**src/rtl/pc_gen.sv**
```systemverilog
`default_nettype none
// pc_gen: fetch PC generator with trap/redirect/stall handling and an optional PC trace buffer.
// Optional trace buffer enabled by defining macro PC_TRACE_EN; rev 1.0.

module pc_gen #(
  parameter int               WIDTH       = 32,
  parameter logic [WIDTH-1:0] RESET_VEC   = '0,
  parameter logic [WIDTH-1:0] TRAP_VEC    = WIDTH'(32'h0000_0100),
  parameter int               INC         = 4,
  parameter int               TRACE_DEPTH = 8
) (
  input  logic                         clk,
  input  logic                         rst,
  input  logic                         stall,
  input  logic                         redirect_valid,
  input  logic [WIDTH-1:0]             redirect_target,
  input  logic                         trap_valid,
  output logic [WIDTH-1:0]             pc,
  output logic                         pc_valid,
  output logic                         misalign_err,
  input  logic [$clog2(TRACE_DEPTH)-1:0] trace_idx,
  output logic [WIDTH-1:0]             trace_pc,
  output logic [$clog2(TRACE_DEPTH):0] trace_count
);

  localparam int IDXW = $clog2(TRACE_DEPTH);

  typedef enum logic [1:0] {
    IDLE   = 2'd0,
    RUN    = 2'd1,
    BUBBLE = 2'd2
  } state_t;

  state_t           state;
  state_t           state_next;
  logic [WIDTH-1:0] pc_next;
  logic             pc_valid_next;
  logic             misalign_next;
  logic [WIDTH-1:0] redirect_aligned;

  assign redirect_aligned = {redirect_target[WIDTH-1:2], 2'b00};

  always_ff @(posedge clk) begin
    if (rst) begin
      state        <= IDLE;
      pc           <= RESET_VEC;
      pc_valid     <= 1'b0;
      misalign_err <= 1'b0;
    end else begin
      state        <= state_next;
      pc           <= pc_next;
      pc_valid     <= pc_valid_next;
      misalign_err <= misalign_next;
    end
  end

  // RUN and BUBBLE share trap/redirect handling; only the fall-through differs.
  always_comb begin
    state_next    = state;
    pc_next       = pc;
    pc_valid_next = pc_valid;
    misalign_next = 1'b0;
    case (state)
      IDLE: begin
        state_next    = RUN;
        pc_valid_next = 1'b1;
      end
      RUN, BUBBLE: begin
        if (trap_valid) begin
          pc_next       = TRAP_VEC;
          pc_valid_next = 1'b0;
          state_next    = BUBBLE;
        end else if (redirect_valid) begin
          pc_next       = redirect_aligned;
          pc_valid_next = 1'b0;
          state_next    = BUBBLE;
          misalign_next = |redirect_target[1:0];
        end else if (state == BUBBLE) begin
          pc_valid_next = 1'b1;
          state_next    = RUN;
        end else if (!stall) begin
          pc_next = pc + WIDTH'(INC);
        end
      end
      default: begin
        state_next    = IDLE;
        pc_valid_next = 1'b0;
      end
    endcase
  end

`ifdef PC_TRACE_EN
  generate
    if (1) begin : g_trace
      logic [WIDTH-1:0] trace_mem [TRACE_DEPTH];
      logic [IDXW-1:0]  wptr;
      logic [IDXW-1:0]  rptr;
      logic [IDXW:0]    count;
      logic             trace_we;

      assign trace_we = (state == RUN) && pc_valid && !stall &&
                        !trap_valid && !redirect_valid;

      always_ff @(posedge clk) begin
        if (rst) begin
          wptr  <= '0;
          count <= '0;
        end else if (trace_we) begin
          wptr <= wptr + IDXW'(1);
          if (count != (IDXW+1)'(TRACE_DEPTH)) begin
            count <= count + (IDXW+1)'(1);
          end
        end
      end

      always_ff @(posedge clk) begin
        if (!rst && trace_we) begin
          trace_mem[wptr] <= pc;
        end
      end

      // Index 0 is the newest entry, i.e. the slot just behind the write pointer.
      assign rptr        = wptr - IDXW'(1) - trace_idx;
      assign trace_pc    = ({1'b0, trace_idx} < count) ? trace_mem[rptr] : '0;
      assign trace_count = count;
    end
  endgenerate
`else
  logic unused_trace_idx;
  assign unused_trace_idx = ^trace_idx;
  assign trace_pc         = '0;
  assign trace_count      = '0;
`endif

endmodule

`default_nettype wire

```
**config.mk**
```make
export PLATFORM = sky130hd
export DESIGN_NAME = pc_gen
export DESIGN_NICKNAME = d
export VERILOG_FILES = /design/src/rtl/pc_gen.sv
export SDC_FILE = /design/constraint.sdc
export NUM_CORES = 1
export LEC_CHECK = 0
export ABC_AREA = 1
export CAP_MARGIN = 40
export CORE_UTILIZATION = 46
export CTS_BUF_LIST = sky130_fd_sc_hd__clkbuf_2 sky130_fd_sc_hd__clkbuf_4 sky130_fd_sc_hd__clkbuf_8
export DETAILED_ROUTE_END_ITERATION = 10
export PLACE_DENSITY_LB_ADDON = 0.08
export RECOVER_POWER = 50
export SLEW_MARGIN = 20
export SYNTH_ARGS = -nofsm -noshare
export SYNTH_HDL_FRONTEND = slang
export SYNTH_SLANG_ARGS = --single-unit
```
**constraint.sdc**
```tcl
create_clock -name clk -period 1.9 [get_ports clk]
set_input_delay 0.475 -clock clk [delete_from_list [all_inputs] [get_ports clk]]
set_output_delay 0.475 -clock clk [all_outputs]
set_load 0.01 [all_outputs]
```
* Word-level counts from Yosys, hierarchy flattened
Cells that the tools add are included.
** Storage, ports and cells
- Flip-flop bits (word level) :: 36
- Bits of input ports :: 40
- Output and inout bits :: 70
- Word-level logic and storage cells :: 29
** Cells by class
- Add/subtract/negate cells :: 1
- Equality and inequality tests :: 5
- Mux-type cells :: 12
- Bitwise operators :: 2
- Reductions and logical operators :: 5
** Operators by type and width (count)
- $mux W32 :: 4
- $add A32 B3 Y32 const B :: 1
- $mux W2 :: 3
- $ne A4 B4 Y1 const B :: 1
- $pmux W2 S2 :: 1
- $reduce_or A2 Y1 :: 2
- $reduce_or A4 Y1 :: 1
- $mux W1 :: 3
- $ne A3 B1 Y1 const B :: 1
- $ne A3 B3 Y1 const B :: 1
- $reduce_and A3 Y1 :: 1
- $eq A2 B1 Y1 const B :: 1
- $eq A2 B2 Y1 const B :: 1
- $logic_not A2 Y1 :: 1
- $not A1 Y1 :: 2
- $pmux W1 S2 :: 1

* Depth between registers and ports, before layout
Gate-level depths: netlist of the first run.
- Depth after elaboration :: 5
- Gate-level depth with buffers :: 10
- Depth with buffers taken out :: 10

* Least setup slack after synthesis of the first run
Ideal clock, no wire load.
- Path type :: flip-flop to flip-flop
- From :: reg state[0]
- To :: reg pc[21]
- Setup time :: 0.071 ns
- Data arrival time :: 1.610 ns
- Required time :: 1.829 ns
- Slack :: 0.219 ns
- Cell stages (with the launch flop) :: 10
- Buffers on the path :: 1
- Clock period less this slack :: 1.681 ns
- Cell sequence :: dfxtp_1 -> inv_1 -> ha_1 -> or2_1 -> a21oi_4 -> nand2_4 -> buf_6 -> nor2_2 -> nand2_1 -> a21oi_2
** On the way
- Word-level cells in the longest chain between the ends :: 3
- Elaborated cells on any way between the ends :: 5
- Classes of those cells :: eq/ne: 3; reduce/logical: 2
** Ends and longest elaborated chain
- start: declaration :: RTL line 34 : state_t state;
- start signal: assignment :: RTL line 50 : state <= state_next;
- $eq A2 B2 Y1 / $eq A2 B1 Y1 (equally long branches) :: RTL line 63, 78
- $ne A3 B3 Y1 (no line) / $reduce_or A2 Y1 (equally long branches)
- $reduce_and A3 Y1 (no line) (*)
- end signal: assignment :: RTL line 51 : pc <= pc_next;
- end: declaration :: RTL line 18 : output logic [WIDTH-1:0] pc,
Mark *: on every way between the ends. The rest lies on a longest branch, timed or not.
A chain may end at the register's enable or synchronous reset.

* Final worst setup path of the first run
- From :: reg pc[29]
- To :: out pc[29]
No word-level cell between the ends.

==> impl_results.md, run 1 <==
- Number of sinks handled by clock tree synthesis: 33
- NumNets Final: 576
- Via count of the first global-routing pass: 2565
- Startpoint of the worst register-to-register path: state[0]
- Sequential fraction of design power: a little over a third
- Die Area: 0.00640 mm^2
- I/O pin total: 110
- Hold Path Cell Cnt: 2
- Maximum level of the CTS H-tree: 2
- Critical Path Fanout Max: 6
- Core Area: 0.00589 mm^2
- Post-route antenna net violation count: 0
- Crit-path max cell delay: 0.63 ns
- Register cell area after layout: 662 um^2
- Top post-synthesis cells by area: sky130_fd_sc_hd__dfxtp_1, sky130_fd_sc_hd__nand2_1, sky130_fd_sc_hd__buf_4, sky130_fd_sc_hd__nor2_1, sky130_fd_sc_hd__nand3_1
- DRC Markers: 1
- Clock buffer count from CTS: 5
- IO buf count: 68
- Cell leakage power: 1.35 nW
- Combined area of the multi-input logic cells: 0.00179 mm^2
- Status: complete, but fails checks
- Required time of the critical path: ~1.4 ns
- Buffers from clock root to sink, at most: 2
- Count of vias placed by the detailed router: 2856
- Starting density of the core: about 48%
- Number of cells on the critical path: 1
- TritonCTS clock tree: built
- Area growth from synthesis to layout: 29.5%
- Clock power frac: 24.0%
- Switching portion of total power: 37.3%
- # placed instances: roughly 600
- Top-count cell post-synth: sky130_fd_sc_hd__nand2_1
- Hold buffer count at CTS: 0
- Most used DFF post-synth: sky130_fd_sc_hd__dfxtp_1
- Proportion of layout cells with a drive suffix above 1: 13.5%
- Finish-stage setup viols: 0
- Crit path DAT: 1.34 ns
- Max-cap viol count: 0
- Yosys synthesis warning count: 0
- Smallest setup slack after layout: around 0.080 ns
- Final critical-path share of the clock period: 95.8%
- Number of cells in the finished layout apart from fillers: 607
- Sum Neg Setup Slack: 0 ns
- GRT Resource Usage Total: 23.1%
- Tightest Hold Check Type: flip-flop to flip-flop
- Combinational cell fraction of total power: 40.1%
- Flip-flop and latch count after synthesis: 33
- DR vias/cell: 4.71
- Remaining Overflow, GRT: 0
- Antenna cell count: 0
- Crit-path leading delay family: buffers and inverters
- Final wirelength: 6.89 mm
- Share of synthesized flip-flops with an asynchronous set or reset: 0%
- Number of cell instances on the worst register-to-register path: 8
- Final worst path period need: 1.82 ns
- Startpoint kind of the worst setup timing path: flip-flop
- Setup slack of the worst register-to-register path: 0.19 ns
- HPWL Detailed: approximately 5.2 mm
- Number of distinct library cells after synthesis: 28
- Number of max-slew violations in the final report: 0
- Setup Crit Path Kind: flip-flop to primary output
- Post-Synthesis Cell Area: roughly 0.0028 mm^2
- Fraction of post-synthesis cell area in the top cell type by area: 23.6%
- Capturing element of the worst setup path: pc[29]
- Largest clock skew in the final design: 0.00974 ns
- Count of flip-flops with a built-in enable after synthesis: 0
- Number of endpoints with negative hold slack in the final report: 0
- Initial DRC count: around 220
- Sequential cell area fraction in the yosys report: 23.6%
- Setup repair after global routing missed its margin: false
- Worst setup path startpoint: pc[29]
- Detailed-router iteration count before antenna repair: 7
- Number of core rows: 28
- Cell count after synthesis: between 400 and 500
- Failing checks: design-rule violations
- Maximum frequency from static timing analysis: 550 MHz
- Clock-pin slew on the worst setup and hold paths: 0.07 ns
- Global-route wire length before repair: around 11 mm
- Total internal power: 1.60 mW
- Maximum ir drop on the vdd rail: 0.000426 V
- Maximum number of pins on one net before global-route repair: 29
- Mean cell area of the mapped netlist: 6.12 um^2
- Number of buffers and inverters on the critical path: 1
- Number of fill cells in the layout: 576
- DP Worst Slack: -0.106 ns
- Antenna violations before repair: 0
- Wire per inst: 11.4 um
- Slowest stage cell, crit path: sky130_fd_sc_hd__dlygate4sd3_1
- Floorplan die height: 80.0 um
- Worst-Skew Late Latency: 0.30 ns
- Most area-hungry cell type in the Yosys netlist: sky130_fd_sc_hd__dfxtp_1
- End of the worst register-to-register path: pc[4]
- Switching pwr: 955 uW
- Critical-path cell list: dlygate4sd3_1
- Last weighted congestion value of the routability-driven placer: a little under 0.9
- Most common library cells after synthesis: sky130_fd_sc_hd__nand2_1, sky130_fd_sc_hd__nor2_1, sky130_fd_sc_hd__nand3_1
- Total power density per cell area: 706 mW/mm^2
- Endpoint kind of the worst setup timing path: primary output
- Die outline width: 80.0 um
- Library cell used as clock root buffer: sky130_fd_sc_hd__clkbuf_8
==> how the worst min path moves through the flow <==
stage                          end  startpoint  slack, ns
after global placement      pc[31]      pc[31]       0.49
after CTS                   pc[31]      pc[31]       0.52
after floorplan           state[1]    state[1]       0.49
after global routing        pc[31]      pc[31]       0.54
after detailed placement    pc[31]      pc[31]       0.51
final                       pc[31]      pc[31]       0.52
==> timing repair <==
action                     CTS  global route
setup endpoints to repair    0            10
hold endpoints to repair     0             0
resized for setup            0             1
buffers inserted             0             0
==> power groups by stage <==
stage                     Sequential (mW)  Combinational [mW]  Clock, mW
final                               0.919                1.03      0.614
after global routing                0.941                1.14      0.649
after CTS                           0.920                1.09      0.615
after detailed placement            0.933                1.09          0
after global placement              0.931                1.07          0
after floorplan                     0.944               0.614          0
==> sequential cells by signal, indices dropped and copies added, names as in the netlist <==
register and count:
state 2, pc 30, misalign_err 1
==> metrics by stage <==
stage	total power [mW]	util (%)	area, um^2	hold slack (ns)
floorplan	1.56	-	2940	0.494
CTS	2.63	61.9	3650	0.517
detailed placement	2.02	60.2	3540	0.507
global placement	2.00	60.2	3540	0.495
finish	2.56	61.6	3620	0.516
global route	2.73	61.6	3620	0.543
==> cells by family after synthesis <==
logic type               count (synthesis)  share of synthesized area, %
AO/OA/AOI/OAI                           53                          12.5
XOR/XNOR                                 7                          2.19
adder cells (fa/ha/maj)                  5                          2.24
buffers and inverters                   86                          17.3
flip-flops                              33                          23.6
other                                    1                         0.134
AND/OR/NAND/NOR                        272                          42.0
==> layout make-up <==
class	count	share of cell area, %
clock buffers	7	2.66
clock inverters	1	0.138
inverters	35	3.62
multi-input cells	375	49.4
flip-flops and latches	33	18.3
well taps	75	2.59
repair buffers	81	23.3
==> metal layers <==
metal,wire length (um),GRT usage [%],vias up
li1,-,-,1508
met4,73,6.07,0
met5,0,0,-
met3,381,5.14,6
met1,3240,29.6,1245
met2,3190,38.7,97
==> cells in the final DEF (no fill, tap or decap) <==
cell / Yosys / routed
sky130_fd_sc_hd__a21oi_1: 14 / 14
sky130_fd_sc_hd__a21oi_2: 19 / 19
sky130_fd_sc_hd__a21oi_4: 1 / 1
sky130_fd_sc_hd__a31oi_1: 2 / 2
sky130_fd_sc_hd__and2_1: 1 / 1
sky130_fd_sc_hd__buf_12: 0 / 6
sky130_fd_sc_hd__buf_4: 38 / 4
sky130_fd_sc_hd__clkbuf_1: 7 / 2
sky130_fd_sc_hd__clkbuf_4: 0 / 1
sky130_fd_sc_hd__clkbuf_8: 0 / 7
sky130_fd_sc_hd__clkdlybuf4s50_1: 0 / 54
sky130_fd_sc_hd__clkinv_2: 0 / 1
sky130_fd_sc_hd__conb_1: 1 / 38
sky130_fd_sc_hd__dfxtp_1: 33 / 32
sky130_fd_sc_hd__dfxtp_2: 0 / 1
sky130_fd_sc_hd__dlygate4sd3_1: 0 / 14
sky130_fd_sc_hd__ha_1: 5 / 5
sky130_fd_sc_hd__inv_1: 34 / 35
sky130_fd_sc_hd__nand2_1: 128 / 128
sky130_fd_sc_hd__nand2_2: 1 / 1
sky130_fd_sc_hd__nand2_4: 1 / 1
sky130_fd_sc_hd__nand3_1: 42 / 42
sky130_fd_sc_hd__nor2_1: 65 / 66
sky130_fd_sc_hd__nor2_2: 27 / 26
sky130_fd_sc_hd__nor2_4: 1 / 1
sky130_fd_sc_hd__nor4_1: 1 / 1
sky130_fd_sc_hd__o21ai_0: 17 / 17
sky130_fd_sc_hd__or2_1: 2 / 2
sky130_fd_sc_hd__or2_2: 3 / 3
sky130_fd_sc_hd__xnor2_1: 5 / 5
sky130_fd_sc_hd__xor2_1: 2 / 2
No activity file was read; power rests on OpenSTA's default activity.
==> inputs of run 2 (changes only) <==
Settings changed: CORE_UTILIZATION 46 to 49.
Clock period 1.9 ns to 2.15 ns, I/O delays scaled along.
==> run 2 against run 1 <==
The flow now finishes without violations. Clock power decreased by 19%. Critical endpoint is now pc[17]. Routed wire length decreased by 3.3%. Final cell count decreased by 1.3%. Sequential power decreased by 12%. Non-clock buffer count decreased by 4. Sequential share of layout area increased by 0.33 points. Die area decreased by 6.0%. First-iteration DRC count decreased by 29%. Critical path depth unchanged. Highest routed layer unchanged. Worst setup slack improved by 0.17 ns. Register-to-register slack improved by 0.11 ns. Hold slack improved by 0.00057 ns.
==> impl_results.md, run 2 (same netlist as run 1, synthesis figures left out) <==
- Maximum number of pins on one net before global-route repair: 29 (unchanged)
- Setup repair after global routing missed its margin: false (unchanged)
- Required time of the critical path: 1.61 ns (was 1.42 ns)
- GRT Resource Usage Total: 24.1% (was 23.1%)
- TritonCTS clock tree: built (unchanged)
- DR vias/cell: 4.84 (was 4.71)
- Antenna cell count: 0 (unchanged)
- Number of buffers and inverters on the critical path: 1 (unchanged)
- Sequential fraction of design power: 37.4% (was 35.9%)
- Post-route antenna net violation count: 0 (unchanged)
- Maximum ir drop on the vdd rail: 0.000450 V (was 0.000426 V)
- Clock-pin slew on the worst setup and hold paths: 0.07 ns (about the same)
- Maximum frequency from static timing analysis: 527 MHz
- Hold Path Cell Cnt: 2 (unchanged)
- Leading cell types in the layout, fill and taps excluded: sky130_fd_sc_hd__nand2_1, sky130_fd_sc_hd__nor2_1, sky130_fd_sc_hd__nand3_1 (was sky130_fd_sc_hd__nand2_1, sky130_fd_sc_hd__nor2_1, sky130_fd_sc_hd__clkdlybuf4s50_1)
- Clock buffer count from CTS: 5 (unchanged)
- Buffers from clock root to sink, at most: 2 (unchanged)
- Hold buffer count at CTS: 0 (unchanged)
- Die outline width: 77.6 um (was 80.0 um)
- Library cell used as clock root buffer: sky130_fd_sc_hd__clkbuf_8 (unchanged)
- Commonest non-fill, non-tap cell in the layout: sky130_fd_sc_hd__nand2_1 (unchanged)
- Final wirelength: 6.67 mm (was 6.89 mm)
- Die Area: 0.00602 mm^2 (was 0.00640 mm^2)
- Sum Neg Setup Slack: 0 ns (unchanged)
- Switching portion of total power: 37.3% (about the same)
- Crit path DAT: 1.36 ns (was 1.34 ns)
- Number of core rows: 27 (was 28)
- Crit-path leading delay family: buffers and inverters (unchanged)
- Buffers inserted during post-CTS setup optimization: 0 (unchanged)
- Cells resized by post-CTS repair: 0 (unchanged)
- Max-cap viol count: 0 (unchanged)
- Floorplan die height: 77.6 um (was 80.0 um)
- Switching pwr: 811 uW (was 955 uW)
- Detailed-router iteration count before antenna repair: 4 (was 7)
- Wire per inst: 11.1 um (was 11.4 um)
- Final worst path period need: around 1.9 ns
- Status: completed (was complete, but fails checks)
- Core Area: 0.00551 mm^2 (was 0.00589 mm^2)
- IO buf count: 68 (unchanged)
- Critical-path cell list: dlygate4sd3_1 (unchanged)
- Max reg flops: 30 (unchanged)
- Maximum level of the CTS H-tree: 2 (unchanged)
- Slowest stage cell, crit path: sky130_fd_sc_hd__dlygate4sd3_1 (unchanged)
- HPWL Detailed: 5.12 mm (was 5.23 mm)
- Worst-Skew Late Latency: 0.29 ns (was 0.30 ns)
- Largest clock skew in the final design: 0.00572 ns (was 0.00974 ns)
- Critical Path Fanout Max: 6 (unchanged)
- Global-route wire length before repair: 11.6 mm (was 11.5 mm)
- Starting density of the core: 50.8% (was 47.6%)
- Registers with the highest flip-flop counts: pc (30), state (2), misalign_err (1) (unchanged)
- Number of cells on the critical path: 1 (unchanged)
- Final standard cell utilization of the core: 64.5% (was 61.6%)
- Initial DRC count: 159 (was 223)
- Number of sinks handled by clock tree synthesis: 33 (unchanged)
- Finish-stage setup viols: 0 (unchanged)
- Crit-path max cell delay: 0.64 ns (was 0.63 ns)
- Largest register by flop count: pc (unchanged)
- Via count of the first global-routing pass: 2548 (was 2565)
- Total power density per cell area: 613 mW/mm^2 (was 706 mW/mm^2)
- Number of cell instances on the worst register-to-register path: 8 (unchanged)
- Area growth from synthesis to layout: 27.0% (was 29.5%)
- Count of vias placed by the detailed router: 2902 (was 2856)
- Antenna violations before repair: 0 (unchanged)
- Number of endpoints with negative hold slack in the final report: 0 (unchanged)
- I/O pin total: 110 (unchanged)
- Combinational cell fraction of total power: 39.9% (was 40.1%)
- Tightest Hold Check Type: flip-flop to flip-flop (unchanged)
- Final critical-path share of the clock period: 88.3%
- Startpoint kind of the worst setup timing path: flip-flop (unchanged)
- DRC Markers: 0 (was 1)
- Number of max-slew violations in the final report: 0 (unchanged)
- Clock power frac: 22.8% (was 24.0%)
- Proportion of layout cells with a drive suffix above 1: 12.7% (was 13.5%)
- Endpoint kind of the worst setup timing path: primary output (unchanged)
- Remaining Overflow, GRT: 0 (unchanged)
- Cell leakage power: 1.36 nW (was 1.35 nW)
- Total internal power: 1.37 mW (was 1.60 mW)
- Setup Crit Path Kind: flip-flop to primary output (unchanged)
- NumNets Final: 572 (was 576)
- Number of fill cells in the layout: 532 (was 576)
- Last weighted congestion value of the routability-driven placer: 0.896 (was 0.883)
- Tightest hold margin: 0.516 ns (about the same)
==> run 2: power groups by stage <==
stage               Sequential (mW)  Clock [mW]  Combinational, mW
floorplan                     0.834           0              0.542
global placement              0.824           0              0.891
detailed placement            0.828           0              0.904
CTS                           0.816       0.509              0.910
global route                  0.834       0.536              0.973
finish                        0.813       0.495              0.869
==> run 2: final timing paths <==
| path | startpoint | to | slack, ns |
|---|---|---|---|
| max | pc[17] | pc[17] | 0.25 |
| min | pc[31] | pc[31] | 0.52 |
| max reg2reg | state[0] | pc[10] | 0.30 |
| min reg2reg | pc[31] | pc[31] | 0.52 |
==> run 2: through the flow <==
step / area (um^2) / std cells / power, mW / setup slack (ns)
after floorplan: 2940 / 494 / 1.38 / 0.469
final: 3550 / 599 / 2.18 / 0.251
after global placement: 3470 / 592 / 1.72 / 0.0707
after detailed placement: 3470 / 592 / 1.73 / 0.0220
after CTS: 3560 / 599 / 2.23 / 0.286
after global routing: 3550 / 599 / 2.34 / 0.0781
==> run 2: layer usage <==
metal / global-route usage (%) / up-vias / wire length (um)
met3: 3.65 / 10 / 380
met2: 39.6 / 105 / 3110
li1: - / 1498 / -
met5: 0 / - / 0
met1: 31.9 / 1289 / 3070
met4: 8.68 / 0 / 112
==> run 2: final cells by class <==
class	instances	area, um^2	share of cell area [%]
Multi-Input combinational cell	375	1790	50.4
Timing Repair Buffer	77	791	22.3
Sequential cell	33	661	18.6
Inverter	35	131	3.70
Clock buffer	7	90.1	2.54
Tap cell	72	90.1	2.54
==> inputs of run 3 (changes only) <==
Settings changed: SETUP_SLACK_MARGIN from default to 0.02.
==> results of run 3 <==
The final DEF is identical to that of run 2; final timing and power are the same.
